[src/rtl/lap_record_reader.sv]
`default_nettype none
// +----------------------------------------------------------------------------+
// | lap_record_reader : DEPTH-slot lap ring buffer with prev/next recall        |
// | Optional: LAP_OVERWRITE_EN (record while full replaces the oldest lap)      |
// | Rev 1.0                                                                     |
// +----------------------------------------------------------------------------+
module lap_record_reader #(
  parameter int DEPTH  = 8,
  parameter int ADDR_W = 3
) (
  input  logic              clk_core,
  input  logic              rst,
  input  logic              record,
  input  logic [5:0]        min_i,
  input  logic [5:0]        sec_i,
  input  logic [6:0]        ms_10_i,
  input  logic              clear,
  input  logic              prev,
  input  logic              next,
  output logic [5:0]        min_o,
  output logic [5:0]        sec_o,
  output logic [6:0]        ms_10_o,
  output logic [ADDR_W-1:0] lap_idx_o,
  output logic [ADDR_W:0]   lap_count_o,
  output logic              valid_o,
  output logic              full_o
);

  localparam int               C_ENTRY_W = 19;
  localparam logic [ADDR_W:0]  C_FULL    = (ADDR_W+1)'(DEPTH);
  localparam logic [ADDR_W-1:0] C_LAST   = ADDR_W'(DEPTH - 1);

  logic [C_ENTRY_W-1:0] mem_q [DEPTH];
  logic [C_ENTRY_W-1:0] data_q;
  logic [ADDR_W-1:0]    wr_ptr_q, wr_ptr_d;
  logic [ADDR_W-1:0]    rd_base_q, rd_base_d;
  logic [ADDR_W-1:0]    cur_q, cur_d;
  logic [ADDR_W:0]      cnt_q, cnt_d;
  logic                 prev_q, next_q;
  logic                 valid_q, full_q;

  logic                 w_step_prev, w_step_next, w_full, w_wr_en;
  logic [ADDR_W-1:0]    w_last, w_rd_addr;

  assign w_step_prev = prev & ~prev_q;
  assign w_step_next = next & ~next_q;
  assign w_full      = (cnt_q == C_FULL);
  // Low bits of cnt minus one wraps DEPTH to DEPTH-1 for free
  assign w_last      = cnt_q[ADDR_W-1:0] - 1'b1;
  assign w_rd_addr   = rd_base_q + cur_q;

  always_comb begin
    wr_ptr_d  = wr_ptr_q;
    rd_base_d = rd_base_q;
    cur_d     = cur_q;
    cnt_d     = cnt_q;
    w_wr_en   = 1'b0;
    if (clear) begin
      wr_ptr_d  = '0;
      rd_base_d = '0;
      cur_d     = '0;
      cnt_d     = '0;
    end else if (record) begin
      if (!w_full) begin
        w_wr_en  = 1'b1;
        wr_ptr_d = wr_ptr_q + 1'b1;
        cnt_d    = cnt_q + 1'b1;
        cur_d    = cnt_q[ADDR_W-1:0];
      end else begin
`ifdef LAP_OVERWRITE_EN
        w_wr_en   = 1'b1;
        wr_ptr_d  = wr_ptr_q + 1'b1;
        rd_base_d = rd_base_q + 1'b1;
        cur_d     = C_LAST;
`endif
      end
    end else if (cnt_q != '0 && w_step_prev && !w_step_next) begin
      cur_d = (cur_q == '0) ? w_last : cur_q - 1'b1;
    end else if (cnt_q != '0 && w_step_next && !w_step_prev) begin
      cur_d = (cur_q == w_last) ? '0 : cur_q + 1'b1;
    end
  end

  always_ff @(posedge clk_core or negedge rst) begin
    if (!rst) begin
      for (int i = 0; i < DEPTH; i++) mem_q[i] <= '0;
      data_q    <= '0;
      wr_ptr_q  <= '0;
      rd_base_q <= '0;
      cur_q     <= '0;
      cnt_q     <= '0;
      prev_q    <= 1'b0;
      next_q    <= 1'b0;
      valid_q   <= 1'b0;
      full_q    <= 1'b0;
    end else begin
      if (w_wr_en) mem_q[wr_ptr_q] <= {min_i, sec_i, ms_10_i};
      data_q    <= (cnt_q == '0) ? '0 : mem_q[w_rd_addr];
      wr_ptr_q  <= wr_ptr_d;
      rd_base_q <= rd_base_d;
      cur_q     <= cur_d;
      cnt_q     <= cnt_d;
      prev_q    <= prev;
      next_q    <= next;
      valid_q   <= (cnt_d != '0);
      full_q    <= (cnt_d == C_FULL);
    end
  end

  assign min_o       = data_q[18:13];
  assign sec_o       = data_q[12:7];
  assign ms_10_o     = data_q[6:0];
  assign lap_idx_o   = cur_q;
  assign lap_count_o = cnt_q;
  assign valid_o     = valid_q;
  assign full_o      = full_q;

endmodule
`default_nettype wire

[config.mk]
export PLATFORM = sky130hd
export DESIGN_NAME = lap_record_reader
export DESIGN_NICKNAME = d
export VERILOG_FILES = /design/src/rtl/lap_record_reader.sv
export SDC_FILE = /design/constraint.sdc
export NUM_CORES = 1
export LEC_CHECK = 0
export BUFFER_PORTS_ARGS = -buffer_cell sky130_fd_sc_hd__buf_2
export CAP_MARGIN = 20
export CELL_PAD_IN_SITES_DETAIL_PLACEMENT = 1
export CELL_PAD_IN_SITES_GLOBAL_PLACEMENT = 2
export CORE_MARGIN = 1.5
export CORE_UTILIZATION = 48
export DETAILED_ROUTE_END_ITERATION = 8
export GPL_ROUTABILITY_DRIVEN = 1
export GPL_TIMING_DRIVEN = 0
export PLACE_DENSITY_LB_ADDON = 0.15
export SLEW_MARGIN = 0
export SYNTH_ARGS = -nofsm -noshare
export SYNTH_HDL_FRONTEND = slang
export SYNTH_SLANG_ARGS = --single-unit
[constraint.sdc]
create_clock -name clk_core -period 7.35 [get_ports clk_core]
set_clock_uncertainty 0.1 [all_clocks]
set_input_delay 1.47 -clock clk_core [delete_from_list [all_inputs] [get_ports clk_core]]
set_output_delay 1.47 -clock clk_core [all_outputs]
set_load 0.005 [all_outputs]
Word level (Yosys, flattened, before mapping). Index checks and enable logic that the tools add are counted.

$lt $le $gt $ge: 3. Muxes and demuxes: 23. Equal/unequal tests: 5. Bitwise gates (word level): 6. Reduce and logical (&&, ||, !) cells: 15. $add $sub $neg: 5.

Operators by type and width (number): bitwise mux 152 bit (1); 2-to-1 mux 19 bit (4); binary-select mux 19 bit (select 3 bit) (1); demux 19 bit (select 3 bit) (1); 2-to-1 mux 3 bit (10); 2-to-1 mux 4 bit (3); nonzero test 4 bit (3); == test 4 bit, second input constant (2); greater-or-equal comparator 4 bit, second input constant (2); NOT 3 -> 4 bit (2); adder 3 x 1 -> 3 bit, second input constant (2); subtractor 3 x 1 -> 3 bit, second input constant (2); logical AND 1 bit (5); adder 4 x 1 -> 4 bit, second input constant (1); zero test 4 bit (1); < comparator 4 x 1 -> 1 bit, second input constant (1); AND reduction 2 bit (2); == test 3 bit (1); zero test 3 bit (1); 2-to-1 mux 1 bit (3); != test 3 bit, second input constant (1); bitwise AND 1 bit (2); zero test 1 bit (2); != test 2 bit, second input constant (1); other kinds (2) (3).

Register bits after elaboration: 185. Logic and storage cells: 73. Input port bits: 25.

Logic depth before layout (Yosys ltp).
Word-level depth: 8. Depth in mapped cells: 10.

Worst setup path after synthesis. No wires, ideal clock.

Path type: input to register. Start: input port record. End: register mem_q[65] in the netlist's numbering. Data arrival time: 2.818 ns. Path buffers: 3. Path slack: 4.305 ns. Data required time: 7.123 ns. Cell stages on the path: 7. Library setup time: 0.127 ns. Cell sequence: nand2_4 -> or3_1 -> buf_2 -> nor3b_1 -> buf_4 -> buf_6 -> mux2_1.

Cells in the longest elaborated chain, start to end: 2.

RTL lines: from (decl) (line 13) `input logic record,`; 2-to-1 mux 1 bit (line 63) `end else if (record) begin`; 2-to-1 mux 1 bit (line 58) `if (clear) begin`; to (signal, indexed assignment) (line 97) `if (w_wr_en) mem_q[wr_ptr_q] <= {min_i, sec_i, ms_10_i};`; to (decl) (line 33) `logic [C_ENTRY_W-1:0] mem_q [DEPTH];`.

No other way between the ends. A chain may end at the register's enable or synchronous reset.

Worst setup path after layout.
Start: register cur_q[1], in the netlist lap_idx_o[1]. End: register cur_q[2], in the netlist lap_idx_o[2].

Cells in the longest elaborated chain, start to end: 6.

RTL lines: from (decl) (line 37) `logic [ADDR_W-1:0] cur_q, cur_d;`; from (signal assigned) (line 101) `cur_q <= cur_d;`; adder 3 x 1 -> 3 bit / == test 3 bit (equally long branches) (line 80) `cur_d = (cur_q == w_last) ? '0 : cur_q + 1'b1;`; 2-to-1 mux 3 bit (line 80); 2-to-1 mux 3 bit (line 79) `end else if (cnt_q != '0 && w_step_next && !w_step_prev) begin`; 2-to-1 mux 3 bit * (line 77) `end else if (cnt_q != '0 && w_step_prev && !w_step_next) begin`; 2-to-1 mux 3 bit * (line 63); 2-to-1 mux 3 bit * (line 58).

Mark *: on every way between the ends. The rest lies on a longest branch, timed or not. The select of a mux whose other input is x is not followed.

==> qor.txt <==
Reg power frac: 50.2%
Cell Chain, Critical Path: buf_1 -> clkbuf_1 -> inv_1 -> ha_1 -> a2111oi_0 -> o2bb2ai_1 -> a211o_1
DRC Markers: 0
Post-Syn Area: 0.008272 mm2
Predominant post-synthesis flop cell: dfrtp_1
Vias in the first global route: 5,259
# fillers: 1,610
Clk sink count: 185
Vias: 4,674
Switching share of power: 25.86%
Largest net degree at the start of global routing: 100
Critical path type: register to register
Multi-input logic area: 0.003443 mm2
Die width: 134.3 um
Synth top area share: 55.97%
I/O pin count: 53
Max stage delay cell, worst path: clkbuf_1
Total GRT Usage: 22.25%
Root buf cell: clkbuf_16
Status: completed
Initial Util: 49.53%
Fin. max-slew vios: 0
Reg clk slew, reported paths: 0.06 ns
Resized Gates After CTS: 0
Post-placement cell area: 0.008845 mm2
Worst Setup Start Kind: register
Register area share after synthesis: 55.97%
Crit. End Element: register
# H-tree levels: 4
Initial DRC count: 158
Combinational fraction of design power: 16.4%
WL final: 18,400 um
RSZ-0062 raised after global routing: false
Clock Power Share: 33.4%
Max-cap viol count: 0
Final nets: 632
Slew HR: 35.89%
Critical path data required time: 7.61 ns
GP Congestion: 0.7756
Worst VDD drop: 173.2 uV
Final setup violation count: 0
Cells after synthesis: 529
Hold-fix buffers at CTS: 0
Post-DP HPWL: 12,000 um
I/O Buffers: 52
Share of layout cells above drive strength 1: 45.10%
Setup_tns: 0 ns
Slowest stage delay, CP: 0.67 ns
Post-Route M1 WL: 8427 um
Post-CTS setup buffers: 0
Placed insts: 802
Synth area leader: dfrtp_1
Drt pass-1 iters: 4
CP Max Fanout: 10
Switching pwr: 0.6500 mW
Syn Area/Cell: 15.64 um2
Die Footprint: 0.01803 mm2
Num rows: 47
Tmin final: 3.336 ns
Yosys reg bits: 185
Utilization after layout: 56.14%
Clock buffer depth: 2
CTS Buf Count: 17
Remaining Overflow, GRT: 0
Core box area: 0.01670 mm2
Non-Filler Instances: 833
Antenna violations before repair: 0
Die height: 134.3 um
Async set or reset register ratio after synthesis: 100.0%
Power Density: 268.0 mW/mm2
Max Used Layer: met4
Most instantiated library cell after synthesis: dfrtp_1
Top cells by count, synth: 185 x dfrtp_1, 122 x mux2_2, 38 x mux4_2, 31 x nor2_1, 22 x mux2i_1
Final Hold Viols: 0
Metal2 WL: 9130 um
Area delta synth->final: 13.36%
Worst min-delay path class: register to register
Synthesis warning total: 0
Final Cell Area: 0.009376 mm2
Synth area leaders: dfrtp_1 56%, mux2_2 17%, mux4_2 10%
WL/cell: 22.09 um
ANT nets after route: 0
Worst path arrival time: 3.60 ns
Routed wl met3: 523 um
Via density: 5.611
P_leak: 4.380 nW
P_int: 1.863 mW
Synth unique cells: 46
Syn nets: 560
TritonCTS clock tree: yes
Post-synth EDFFs: 0
Fmax: 299.8 MHz
Final period util: 45.38%
Total power: 2.513 mW
Worst-Margin Slew: 0.9616 ns
FF+latch area: 0.004629 mm2
Clk_lat worst skew: 0.43 ns
First-pass GRT wire length: 29,760 um
stage by stage:
stage	worst slack [ns]	hold slack, ns
6_report	4.014	0.3883
5_1_grt	3.824	0.4083
4_1_cts	4.018	0.3906
3_5_place_dp	3.740	0.3760
3_3_place_gp	1.887	0.3615
2_1_floorplan	4.305	0.3524
critical path, delay by kind of cell (launching register included):
family          cells  cell delay (ns)
buf+inv             3             1.52
compound gates      3             0.89
flops               1             0.48
fa+ha+maj           1             0.28
final timing paths:
kind | cells past startpoint | endpoint | slack, ns | start
worst max-delay path | 7 | lap_idx_o[2] | 4.01 | lap_idx_o[1]
worst min-delay path | 1 | mem_q[107] | 0.39 | mem_q[107]
worst max register to register | 7 | lap_idx_o[2] | 4.01 | lap_idx_o[1]
worst min register to register | 1 | mem_q[107] | 0.39 | mem_q[107]
max in group asynchronous | 2 | data_q[12] | 5.31 | rst
min in group asynchronous | 1 | valid_o | 0.92 | rst
state kept, by name, summed over array words and instances, names as in the netlist:
name         cells
mem_q          152
data_q          19
lap_count_o      4
lap_idx_o        3
wr_ptr_q         3
full_o           1
next_q           1
prev_q           1
valid_o          1
final cells by class:
| class | instances | share of cell area, % |
|---|---|---|
| diodes | 1 | 0.02669 |
| plain buffers | 32 | 1.841 |
| clock buffers | 20 | 4.871 |
| clock inverters | 10 | 0.7740 |
| inverters | 7 | 0.2802 |
| multi-input cells | 305 | 36.72 |
| flip-flops and latches | 185 | 49.37 |
| well taps | 220 | 2.936 |
| repair buffers | 53 | 3.176 |
cells in the final DEF, fill, tap and decap left out, drive strengths merged, types with 2 or more instances in the layout:
cell type  netlist  routed
xor2             4       4
a21oi            3       3
nor3b            4       4
mux2i           22      22
nor3             3       3
a211o            2       2
mux2           152     152
or3              2       2
clkinvlp         0       3
o31ai            2       2
o32ai            2       2
clkinv           0       5
nor2            32      32
nand3            3       3
nor2b            2       2
dfrtp          185     185
buf             20      73
mux4            38      38
inv              7       9
nand2            7       7
ha               6       6
nand3b           4       4
clkbuf          12      32
xnor2            5       5
power groups by stage:
| stage | Combinational (mW) | Sequential [mW] | Clock, mW |
|---|---|---|---|
| after floorplan | 0.292 | 1.25 | 0 |
| after global placement | 0.398 | 1.26 | 0 |
| after detailed placement | 0.418 | 1.28 | 0 |
| after CTS | 0.422 | 1.26 | 0.856 |
| after global routing | 0.454 | 1.28 | 0.891 |
| final | 0.413 | 1.26 | 0.838 |
layer usage:
metal | track usage (%) | vias up
li1 | - | 2084
met1 | 29.80 | 2495
met2 | 36.89 | 70
met3 | 4.346 | 25
met4 | 6.989 | 0
met5 | 0 | -
kinds of logic (layout without fill, tap and decap cells):
| logic type | count (synthesis) | in the layout | share of synthesized area [%] |
|---|---|---|---|
| muxes | 212 | 212 | 34.16 |
| DFF | 185 | 185 | 55.97 |
| and+or+nand+nor | 62 | 62 | 4.145 |
| buffers and inverters | 39 | 122 | 2.405 |
| AOI/OAI and AO/OA | 16 | 16 | 1.467 |
| xor gates and xnor gates | 9 | 9 | 0.9529 |
| adders and majority gates | 6 | 6 | 0.9076 |
| other | 0 | 1 | 0 |
No activity file was read; power rests on OpenSTA's default activity.
